<file path="src/rtl/multicycle_controller_if.sv">
// Control bus between the multicycle ARM datapath and its controller.
//   Instr      : IR bits [31:12] {Cond, Op, Funct, Rn, Rd}, driven by the datapath
//   ALUFlags   : live {N,Z,C,V} from the ALU, driven by the datapath
//   PCWrite, AdrSrc, MemWrite, IRWrite, ResultSrc, ALUSrcA, ALUSrcB,
//   ImmSrc, RegSrc, RegWrite, ALUControl, Shift : controller outputs
// master = datapath side, slave = controller side.
interface multicycle_controller_if;
  logic [19:0] Instr;
  logic [3:0]  ALUFlags;
  logic        PCWrite;
  logic        AdrSrc;
  logic        MemWrite;
  logic        IRWrite;
  logic [1:0]  ResultSrc;
  logic        ALUSrcA;
  logic [1:0]  ALUSrcB;
  logic [1:0]  ImmSrc;
  logic [1:0]  RegSrc;
  logic        RegWrite;
  logic [2:0]  ALUControl;
  logic        Shift;

  modport master (
    output Instr, ALUFlags,
    input  PCWrite, AdrSrc, MemWrite, IRWrite, ResultSrc, ALUSrcA, ALUSrcB,
           ImmSrc, RegSrc, RegWrite, ALUControl, Shift
  );

  modport slave (
    input  Instr, ALUFlags,
    output PCWrite, AdrSrc, MemWrite, IRWrite, ResultSrc, ALUSrcA, ALUSrcB,
           ImmSrc, RegSrc, RegWrite, ALUControl, Shift
  );
endinterface

</file>
<file path="src/rtl/multicycle_controller.sv">
// Moore control FSM sequencing a multicycle ARM datapath (shared instruction/
// data memory, IR/Data/A/WriteData/ALUOut registers). Owns the NZCV flags and
// conditional-execution logic.
//   clk   : clock, all state updates on posedge
//   reset : asynchronous active-low reset (0 = reset)
//   bus   : controller side of multicycle_controller_if (Instr/ALUFlags in,
//           every datapath select and write enable out)
module multicycle_controller #(
  parameter logic [3:0] RD_PC = 4'hF
) (
  input  logic                         clk,
  input  logic                         reset,
  multicycle_controller_if.slave       bus
);

  localparam int unsigned STATE_W = 4;
  localparam int unsigned FLAGS_W = 4;

  typedef enum logic [STATE_W-1:0] {
    S_FETCH  = 4'd0,
    S_DECODE = 4'd1,
    S_MEMADR = 4'd2,
    S_MEMRD  = 4'd3,
    S_MEMWB  = 4'd4,
    S_MEMWR  = 4'd5,
    S_EXECR  = 4'd6,
    S_EXECI  = 4'd7,
    S_ALUWB  = 4'd8,
    S_BRANCH = 4'd9
  } state_e;

  state_e               state_q, state_d;
  logic [FLAGS_W-1:0]   flags_q, flags_d;       // {N,Z,C,V}
  logic                 cond_ex_dly_q, cond_ex_dly_d;

  // Instruction fields
  logic [3:0] cond;
  logic [1:0] op;
  logic [5:0] funct;
  logic [3:0] rd;
  logic       unused_rn;

  assign cond      = bus.Instr[19:16];
  assign op        = bus.Instr[15:14];
  assign funct     = bus.Instr[13:8];
  assign rd        = bus.Instr[3:0];
  assign unused_rn = ^bus.Instr[7:4];

  // Per-state control terms (ungated)
  logic       fetch_st;
  logic       irw;
  logic       adr_src;
  logic       mem_w;
  logic       reg_w;
  logic       branch;
  logic       alu_op;
  logic       exec_st;
  logic [1:0] result_src;
  logic       alu_src_a;
  logic [1:0] alu_src_b;

  // ALU function decode
  logic       alu_valid;
  logic       add_sub;
  logic       shift_dec;
  logic [2:0] alu_dec;
  logic [1:0] flag_w;

  logic       cond_ex;
  logic       pcs;

  // State and flag registers
  always_ff @(posedge clk or negedge reset) begin
    if (!reset) begin
      state_q       <= S_FETCH;
      flags_q       <= '0;
      cond_ex_dly_q <= 1'b0;
    end else begin
      state_q       <= state_d;
      flags_q       <= flags_d;
      cond_ex_dly_q <= cond_ex_dly_d;
    end
  end

  // Next state and per-state control terms
  always_comb begin
    state_d    = S_FETCH;
    fetch_st   = 1'b0;
    irw        = 1'b0;
    adr_src    = 1'b0;
    mem_w      = 1'b0;
    reg_w      = 1'b0;
    branch     = 1'b0;
    alu_op     = 1'b0;
    exec_st    = 1'b0;
    result_src = 2'b00;
    alu_src_a  = 1'b0;
    alu_src_b  = 2'b00;
    case (state_q)
      S_FETCH: begin
        state_d    = S_DECODE;
        fetch_st   = 1'b1;
        irw        = 1'b1;
        alu_src_a  = 1'b1;
        alu_src_b  = 2'b10;
        result_src = 2'b10;
      end
      S_DECODE: begin
        // PC+4 again so an R15 read sees PC+8
        alu_src_a  = 1'b1;
        alu_src_b  = 2'b10;
        result_src = 2'b10;
        case (op)
          2'b00:   state_d = funct[5] ? S_EXECI : S_EXECR;
          2'b01:   state_d = S_MEMADR;
          2'b10:   state_d = S_BRANCH;
          default: state_d = S_FETCH;
        endcase
      end
      S_MEMADR: begin
        alu_src_b = 2'b01;
        state_d   = funct[0] ? S_MEMRD : S_MEMWR;
      end
      S_MEMRD: begin
        adr_src = 1'b1;
        state_d = S_MEMWB;
      end
      S_MEMWB: begin
        result_src = 2'b01;
        reg_w      = 1'b1;
        state_d    = S_FETCH;
      end
      S_MEMWR: begin
        adr_src = 1'b1;
        mem_w   = 1'b1;
        state_d = S_FETCH;
      end
      S_EXECR: begin
        alu_op  = 1'b1;
        exec_st = 1'b1;
        state_d = S_ALUWB;
      end
      S_EXECI: begin
        alu_src_b = 2'b01;
        alu_op    = 1'b1;
        exec_st   = 1'b1;
        state_d   = S_ALUWB;
      end
      S_ALUWB: begin
        // Unsupported ALU codes retire as a NOP
        reg_w   = alu_valid;
        state_d = S_FETCH;
      end
      S_BRANCH: begin
        alu_src_b  = 2'b01;
        result_src = 2'b10;
        branch     = 1'b1;
        state_d    = S_FETCH;
      end
      default: state_d = S_FETCH;
    endcase
  end

  // ALU function decode from Funct[4:1]
  always_comb begin
    alu_valid = 1'b1;
    add_sub   = 1'b0;
    shift_dec = 1'b0;
    alu_dec   = 3'b000;
    case (funct[4:1])
      4'b0100: begin alu_dec = 3'b000; add_sub = 1'b1; end
      4'b0010: begin alu_dec = 3'b001; add_sub = 1'b1; end
      4'b0000: alu_dec = 3'b010;
      4'b1100: alu_dec = 3'b011;
      4'b0001: alu_dec = 3'b100;
      4'b1101: begin alu_dec = 3'b101; shift_dec = 1'b1; end
      default: alu_valid = 1'b0;
    endcase
    flag_w = {funct[0] & alu_valid, funct[0] & alu_valid & add_sub};
  end

  // Condition check against the registered flags
  always_comb begin
    cond_ex = 1'b0;
    case (cond)
      4'b0000: cond_ex = flags_q[2];
      4'b0001: cond_ex = ~flags_q[2];
      4'b0010: cond_ex = flags_q[1];
      4'b0011: cond_ex = ~flags_q[1];
      4'b0100: cond_ex = flags_q[3];
      4'b0101: cond_ex = ~flags_q[3];
      4'b0110: cond_ex = flags_q[0];
      4'b0111: cond_ex = ~flags_q[0];
      4'b1000: cond_ex = flags_q[1] & ~flags_q[2];
      4'b1001: cond_ex = ~flags_q[1] | flags_q[2];
      4'b1010: cond_ex = (flags_q[3] == flags_q[0]);
      4'b1011: cond_ex = (flags_q[3] != flags_q[0]);
      4'b1100: cond_ex = ~flags_q[2] & (flags_q[3] == flags_q[0]);
      4'b1101: cond_ex = flags_q[2] | (flags_q[3] != flags_q[0]);
      4'b1110: cond_ex = 1'b1;
      default: cond_ex = 1'b0;
    endcase
  end

  // Flags load only at the end of an execute step; write-back uses the
  // delayed condition so it never sees its own flag update.
  always_comb begin
    flags_d       = flags_q;
    cond_ex_dly_d = cond_ex;
    if (exec_st && cond_ex) begin
      if (flag_w[1]) flags_d[3:2] = bus.ALUFlags[3:2];
      if (flag_w[0]) flags_d[1:0] = bus.ALUFlags[1:0];
    end
  end

  assign pcs = branch | (reg_w & (rd == RD_PC));

  // Enables are forced low combinationally while reset is held
  assign bus.PCWrite    = reset & (fetch_st | (pcs & cond_ex_dly_q));
  assign bus.IRWrite    = reset & irw;
  assign bus.RegWrite   = reset & reg_w & cond_ex_dly_q;
  assign bus.MemWrite   = reset & mem_w & cond_ex_dly_q;
  assign bus.AdrSrc     = adr_src;
  assign bus.ResultSrc  = result_src;
  assign bus.ALUSrcA    = alu_src_a;
  assign bus.ALUSrcB    = alu_src_b;
  assign bus.ALUControl = alu_op ? alu_dec : 3'b000;
  assign bus.Shift      = alu_op & shift_dec;

  // Immediate and register-source selects follow Op in every state
  always_comb begin
    bus.ImmSrc = 2'b00;
    bus.RegSrc = 2'b00;
    case (op)
      2'b01:   begin bus.ImmSrc = 2'b01; bus.RegSrc = 2'b10; end
      2'b10:   begin bus.ImmSrc = 2'b10; bus.RegSrc = 2'b01; end
      default: begin bus.ImmSrc = 2'b00; bus.RegSrc = 2'b00; end
    endcase
  end

endmodule

</file>
<file path="src/flat_wrapper.sv">
// flat-port wrapper written by rule: the top's interface ports become plain ports
module multicycle_controller_flat 
#(
  parameter logic [3:0] RD_PC = 4'hF
)
  (clk, reset, bus_Instr, bus_ALUFlags, bus_PCWrite, bus_AdrSrc, bus_MemWrite, bus_IRWrite, bus_ResultSrc, bus_ALUSrcA, bus_ALUSrcB, bus_ImmSrc, bus_RegSrc, bus_RegWrite, bus_ALUControl, bus_Shift);
  multicycle_controller_if bus_i ();
  input  logic clk;
  input  logic reset;
  input wire logic [$bits(bus_i.Instr)-1:0] bus_Instr;
  input wire logic [$bits(bus_i.ALUFlags)-1:0] bus_ALUFlags;
  output wire logic [$bits(bus_i.PCWrite)-1:0] bus_PCWrite;
  output wire logic [$bits(bus_i.AdrSrc)-1:0] bus_AdrSrc;
  output wire logic [$bits(bus_i.MemWrite)-1:0] bus_MemWrite;
  output wire logic [$bits(bus_i.IRWrite)-1:0] bus_IRWrite;
  output wire logic [$bits(bus_i.ResultSrc)-1:0] bus_ResultSrc;
  output wire logic [$bits(bus_i.ALUSrcA)-1:0] bus_ALUSrcA;
  output wire logic [$bits(bus_i.ALUSrcB)-1:0] bus_ALUSrcB;
  output wire logic [$bits(bus_i.ImmSrc)-1:0] bus_ImmSrc;
  output wire logic [$bits(bus_i.RegSrc)-1:0] bus_RegSrc;
  output wire logic [$bits(bus_i.RegWrite)-1:0] bus_RegWrite;
  output wire logic [$bits(bus_i.ALUControl)-1:0] bus_ALUControl;
  output wire logic [$bits(bus_i.Shift)-1:0] bus_Shift;
  assign bus_i.Instr = bus_Instr;
  assign bus_i.ALUFlags = bus_ALUFlags;
  assign bus_PCWrite = bus_i.PCWrite;
  assign bus_AdrSrc = bus_i.AdrSrc;
  assign bus_MemWrite = bus_i.MemWrite;
  assign bus_IRWrite = bus_i.IRWrite;
  assign bus_ResultSrc = bus_i.ResultSrc;
  assign bus_ALUSrcA = bus_i.ALUSrcA;
  assign bus_ALUSrcB = bus_i.ALUSrcB;
  assign bus_ImmSrc = bus_i.ImmSrc;
  assign bus_RegSrc = bus_i.RegSrc;
  assign bus_RegWrite = bus_i.RegWrite;
  assign bus_ALUControl = bus_i.ALUControl;
  assign bus_Shift = bus_i.Shift;
  multicycle_controller #(.RD_PC(RD_PC)) u_core (.clk(clk), .reset(reset), .bus(bus_i));
endmodule
</file>
<file path="config.mk">
export PLATFORM = sky130hd
export DESIGN_NAME = multicycle_controller_flat
export DESIGN_NICKNAME = d
export VERILOG_FILES = /design/src/rtl/multicycle_controller_if.sv /design/src/rtl/multicycle_controller.sv /design/src/flat_wrapper.sv
export SDC_FILE = /design/constraint.sdc
export NUM_CORES = 1
export LEC_CHECK = 0
export BUFFER_PORTS_ARGS = -buffer_cell sky130_fd_sc_hd__buf_2
export CORE_MARGIN = 5
export CORE_UTILIZATION = 30
export CTS_CLUSTER_SIZE = 12
export DETAILED_ROUTE_END_ITERATION = 7
export GPL_TIMING_DRIVEN = 0
export HOLD_SLACK_MARGIN = 0.06
export PLACE_DENSITY = 0.68
export SLEW_MARGIN = 20
export SYNTH_ARGS = -nofsm -noshare
export SYNTH_HDL_FRONTEND = slang
export SYNTH_SLANG_ARGS = --single-unit
</file>
<file path="constraint.sdc">
create_clock -name clk -period 1.83 [get_ports clk]
set_input_delay 0.0915 -clock clk [delete_from_list [all_inputs] [get_ports clk]]
set_output_delay 0.0915 -clock clk [all_outputs]
set_load 0.01 [all_outputs]
</file>
==> impl_metrics.py <==
metrics = {
    "power_and_ir_drop": {
        "p_comb_share_pct": 58.6,
        "p_sw_share_pct": 45.4,
        "p_per_area_nw_per_um2": 973,
        "p_int_mw": 0.640,
        "power_frac_clock_pct": 12.6,
        "power_mw": 1.17,
        "p_leak_nw": 0.576,
        "p_sw_mw": 0.532,
        "pwr-share-seq_pct": 28.7,
        "ir_worst_vdd_mv": 0.593,
    },
    "cells_and_area": {
        "final_net_count": 184,
        "regArea_sq_um": 229,
        "final_area_sq_um": 1200,
        "area_delta_synth_final_pct": 32.8,
        "fill_cells": 311,
        "drive_gt1_share_pct": 38.2,
        "antenna_cells": 0,
        "multiInputGateArea_sq_um": 636,
    },
    "routing": {
        "wl_per_cell_microns": 12.8,
        "routed_via_density": 5.33,
        "via_count": 1012,
        "drc_errors": 0,
        "ant_nets": 0,
        "routed_wl_microns": 2430,
        "drtPass1Iterations": 4,
        "dr.first_iter.drc_count": 34,
    },
    "timing": {
        "relSlewSlack_pct": 71.5,
        "hold_violations": 0,
        "layout_setup_ws_ns": -0.00544,
        "max_freq_ghz": 0.545,
        "rsz0062_at_grt": "yes",
        "drv_slew": 0,
        "fin_crit_ns": 1.84,
        "finalCritPeriodShare_pct": 100,
        "setup_tns_ns": -0.00798,
        "skew_ns": 0.000945,
        "max_slew.worst_pin.slew_ns": 0.427,
        "report.final.setup_viol": 2,
    },
    "critical_path": {
        "cp.arrival_ns": 1.98,
        "path_max_fanout": 7,
        "path_class": "reg -> reg",
        "endpoint_kind": "flop",
        "start_kind": "flop",
        "crit_required_ns": 1.97,
    },
    "grt": {
        "antenna_found_initial": 0,
        "grt_usage_pct": 12.4,
        "gr-total-overflow": 0,
        "grt_pass1_vias": 972,
        "grt_pass1_wl_microns": 4240,
        "grt_max_degree": 13,
    },
    "synthesis": {
        "netlist.area_leader.share_pct": 24.8,
        "synth_top_cell_by_area": "dfrtp_1",
        "yosys-top-cells-area": "dfrtp_1 (25%), nor2_1 (6.2%), nand2b_1 (4.1%), xnor2_1 (3.9%), xor2_1 (3.9%)",
        "ys_ff_latch": 9,
        "synth_commonest_cells": "nor2_1 (15), dfrtp_1 (9), nand2_1 (7)",
        "post_synth_num_cell_types": 45,
        "synth_most_common_cell": "nor2_1",
        "synth-edff-count": 0,
        "synth_flop_cell": "dfrtp_1",
        "yosysSeqAreaShare_pct": 24.8,
        "syn_inst": 116,
        "syn-num-nets": 142,
        "avgSynthCellArea_sq_um": 7.82,
        "netlist_area_sq_um": 907,
        "synthArstFlopShare_pct": 100,
        "yosysWarningCount": 0,
    },
    "outcome": {
        "status": "complete, but fails checks",
        "violations": "setup timing",
    },
    "hold_path": {
        "min_path_type": "in -> reg",
    },
    "floorplanning": {
        "die_x_microns": 65.0,
        "die_h_microns": 65.0,
        "die_area_sq_um": 4220,
        "rows": 20,
        "core_sq_um": 2980,
        "start_util_pct": 30.5,
        "io_pins": 44,
    },
    "clock_network": {
        "path_clk_slew_ns": 0.06,
        "cts_made_buffers": 3,
        "cts_tree": "built",
        "htreeDepth": 1,
        "clock-root-buffer": "clkbuf_4",
        "numClockSinks": 9,
        "clk_latency_ns": 0.25,
        "clock_path_buffers": 2,
    },
    "placement": {
        "place_area_sq_um": 1130,
        "finalWeightedCongestion": 0.893,
        "portBuffers": 36,
        "dp_hpwl_microns": 1850,
    },
    "job": {
        "maxCapViolations": 0,
    },
}
-- cell families after synthesis --
family / count (synthesis) / share of synthesized area, %
AO/OA/AOI/OAI: 24 / 20.1
XOR/XNOR: 8 / 7.72
buffers and inverters: 17 / 8.55
flip-flops: 9 / 24.8
multiplexers: 4 / 5.79
AND/OR/NAND/NOR: 54 / 33.0
-- registers in the layout, summed over array words and instances, names as in the netlist --
signal,count
u_core.cond_ex_dly_q,1
u_core.flags_q,4
u_core.state_q,4
-- cell usage in the layout, fill, tap and decap left out, types with 4 or more instances in the layout --
| cell | n |
|---|---|
| clkbuf_1 | 5 |
| nor3_1 | 6 |
| inv_1 | 6 |
| xnor2_1 | 4 |
| a21oi_1 | 6 |
| nor2b_1 | 4 |
| buf_2 | 37 |
| nand2b_1 | 6 |
| dfrtp_1 | 6 |
| nand2_1 | 7 |
| nor2_1 | 15 |
| buf_4 | 4 |
-- per-layer routing --
layer	track usage, %	up-vias	part of all wire, %
li1	-	497	-
met1	15.7	478	46
met2	20.8	35	47
met3	3.47	2	6.5
met4	2.37	0	0.53
met5	0	-	0
-- per-stage QoR --
step,hold slack (ns),cells,util [%],setup WS (ns)
2_1_floorplan,-0.204,116,-,0.151
3_3_place_gp,-0.0299,185,37.9,-0.0267
3_5_place_dp,-0.0228,185,37.9,-0.0275
4_1_cts,0.0608,190,39.8,0.0102
5_1_grt,0.0677,190,40.5,-0.0676
6_report,0.0700,190,40.5,-0.00544
-- cell type report --
cell class	instances	area share, %
buffer	10	4.36
clock buffer	4	2.18
inverter	6	1.87
multi-input combinational	90	52.8
sequential	9	19.0
tap	33	3.43
timing repair buffer	38	16.4
-- timing repair --
action,CTS,global route
hold buffers,1,0
setup buffers,1,0
resized for setup,4,5
pin swaps,2,2
setup endpoints to repair,3,8
gates cloned,0,0
hold endpoints to repair,9,0
-- critical path: stages, from the launching register on --
cell and delay (ns):
dfrtp_2 0.46, and4b_1 0.23, o311ai_2 0.30, o2111ai_2 0.19, and3_4 0.24, mux2_4 0.29
-- power groups by stage --
| stage | logic, mW | registers [mW] | clock network (mW) |
|---|---|---|---|
| final | 0.688 | 0.337 | 0.148 |
| after global placement | 0.665 | 0.311 | 0 |
| after CTS | 0.672 | 0.327 | 0.157 |
| after global routing | 0.765 | 0.348 | 0.169 |
| after detailed placement | 0.666 | 0.313 | 0 |
| after floorplan | 0.465 | 0.296 | 0 |
-- path summary, 6_finish.rpt --
kind                                    from  depth (start not counted)  slack (ns)                   end
max                        u_core.flags_q[0]                          5      -0.005     u_core.flags_q[2]
min                          bus_ALUFlags[3]                          2        0.07     u_core.flags_q[3]
max reg2reg                u_core.flags_q[0]                          5      -0.005     u_core.flags_q[2]
min reg2reg                u_core.flags_q[1]                          1        0.55     u_core.flags_q[1]
max in group asynchronous              reset                          2        1.38     u_core.state_q[2]
min in group asynchronous              reset                          2        0.23  u_core.cond_ex_dly_q
No activity file was read; power rests on OpenSTA's default activity.
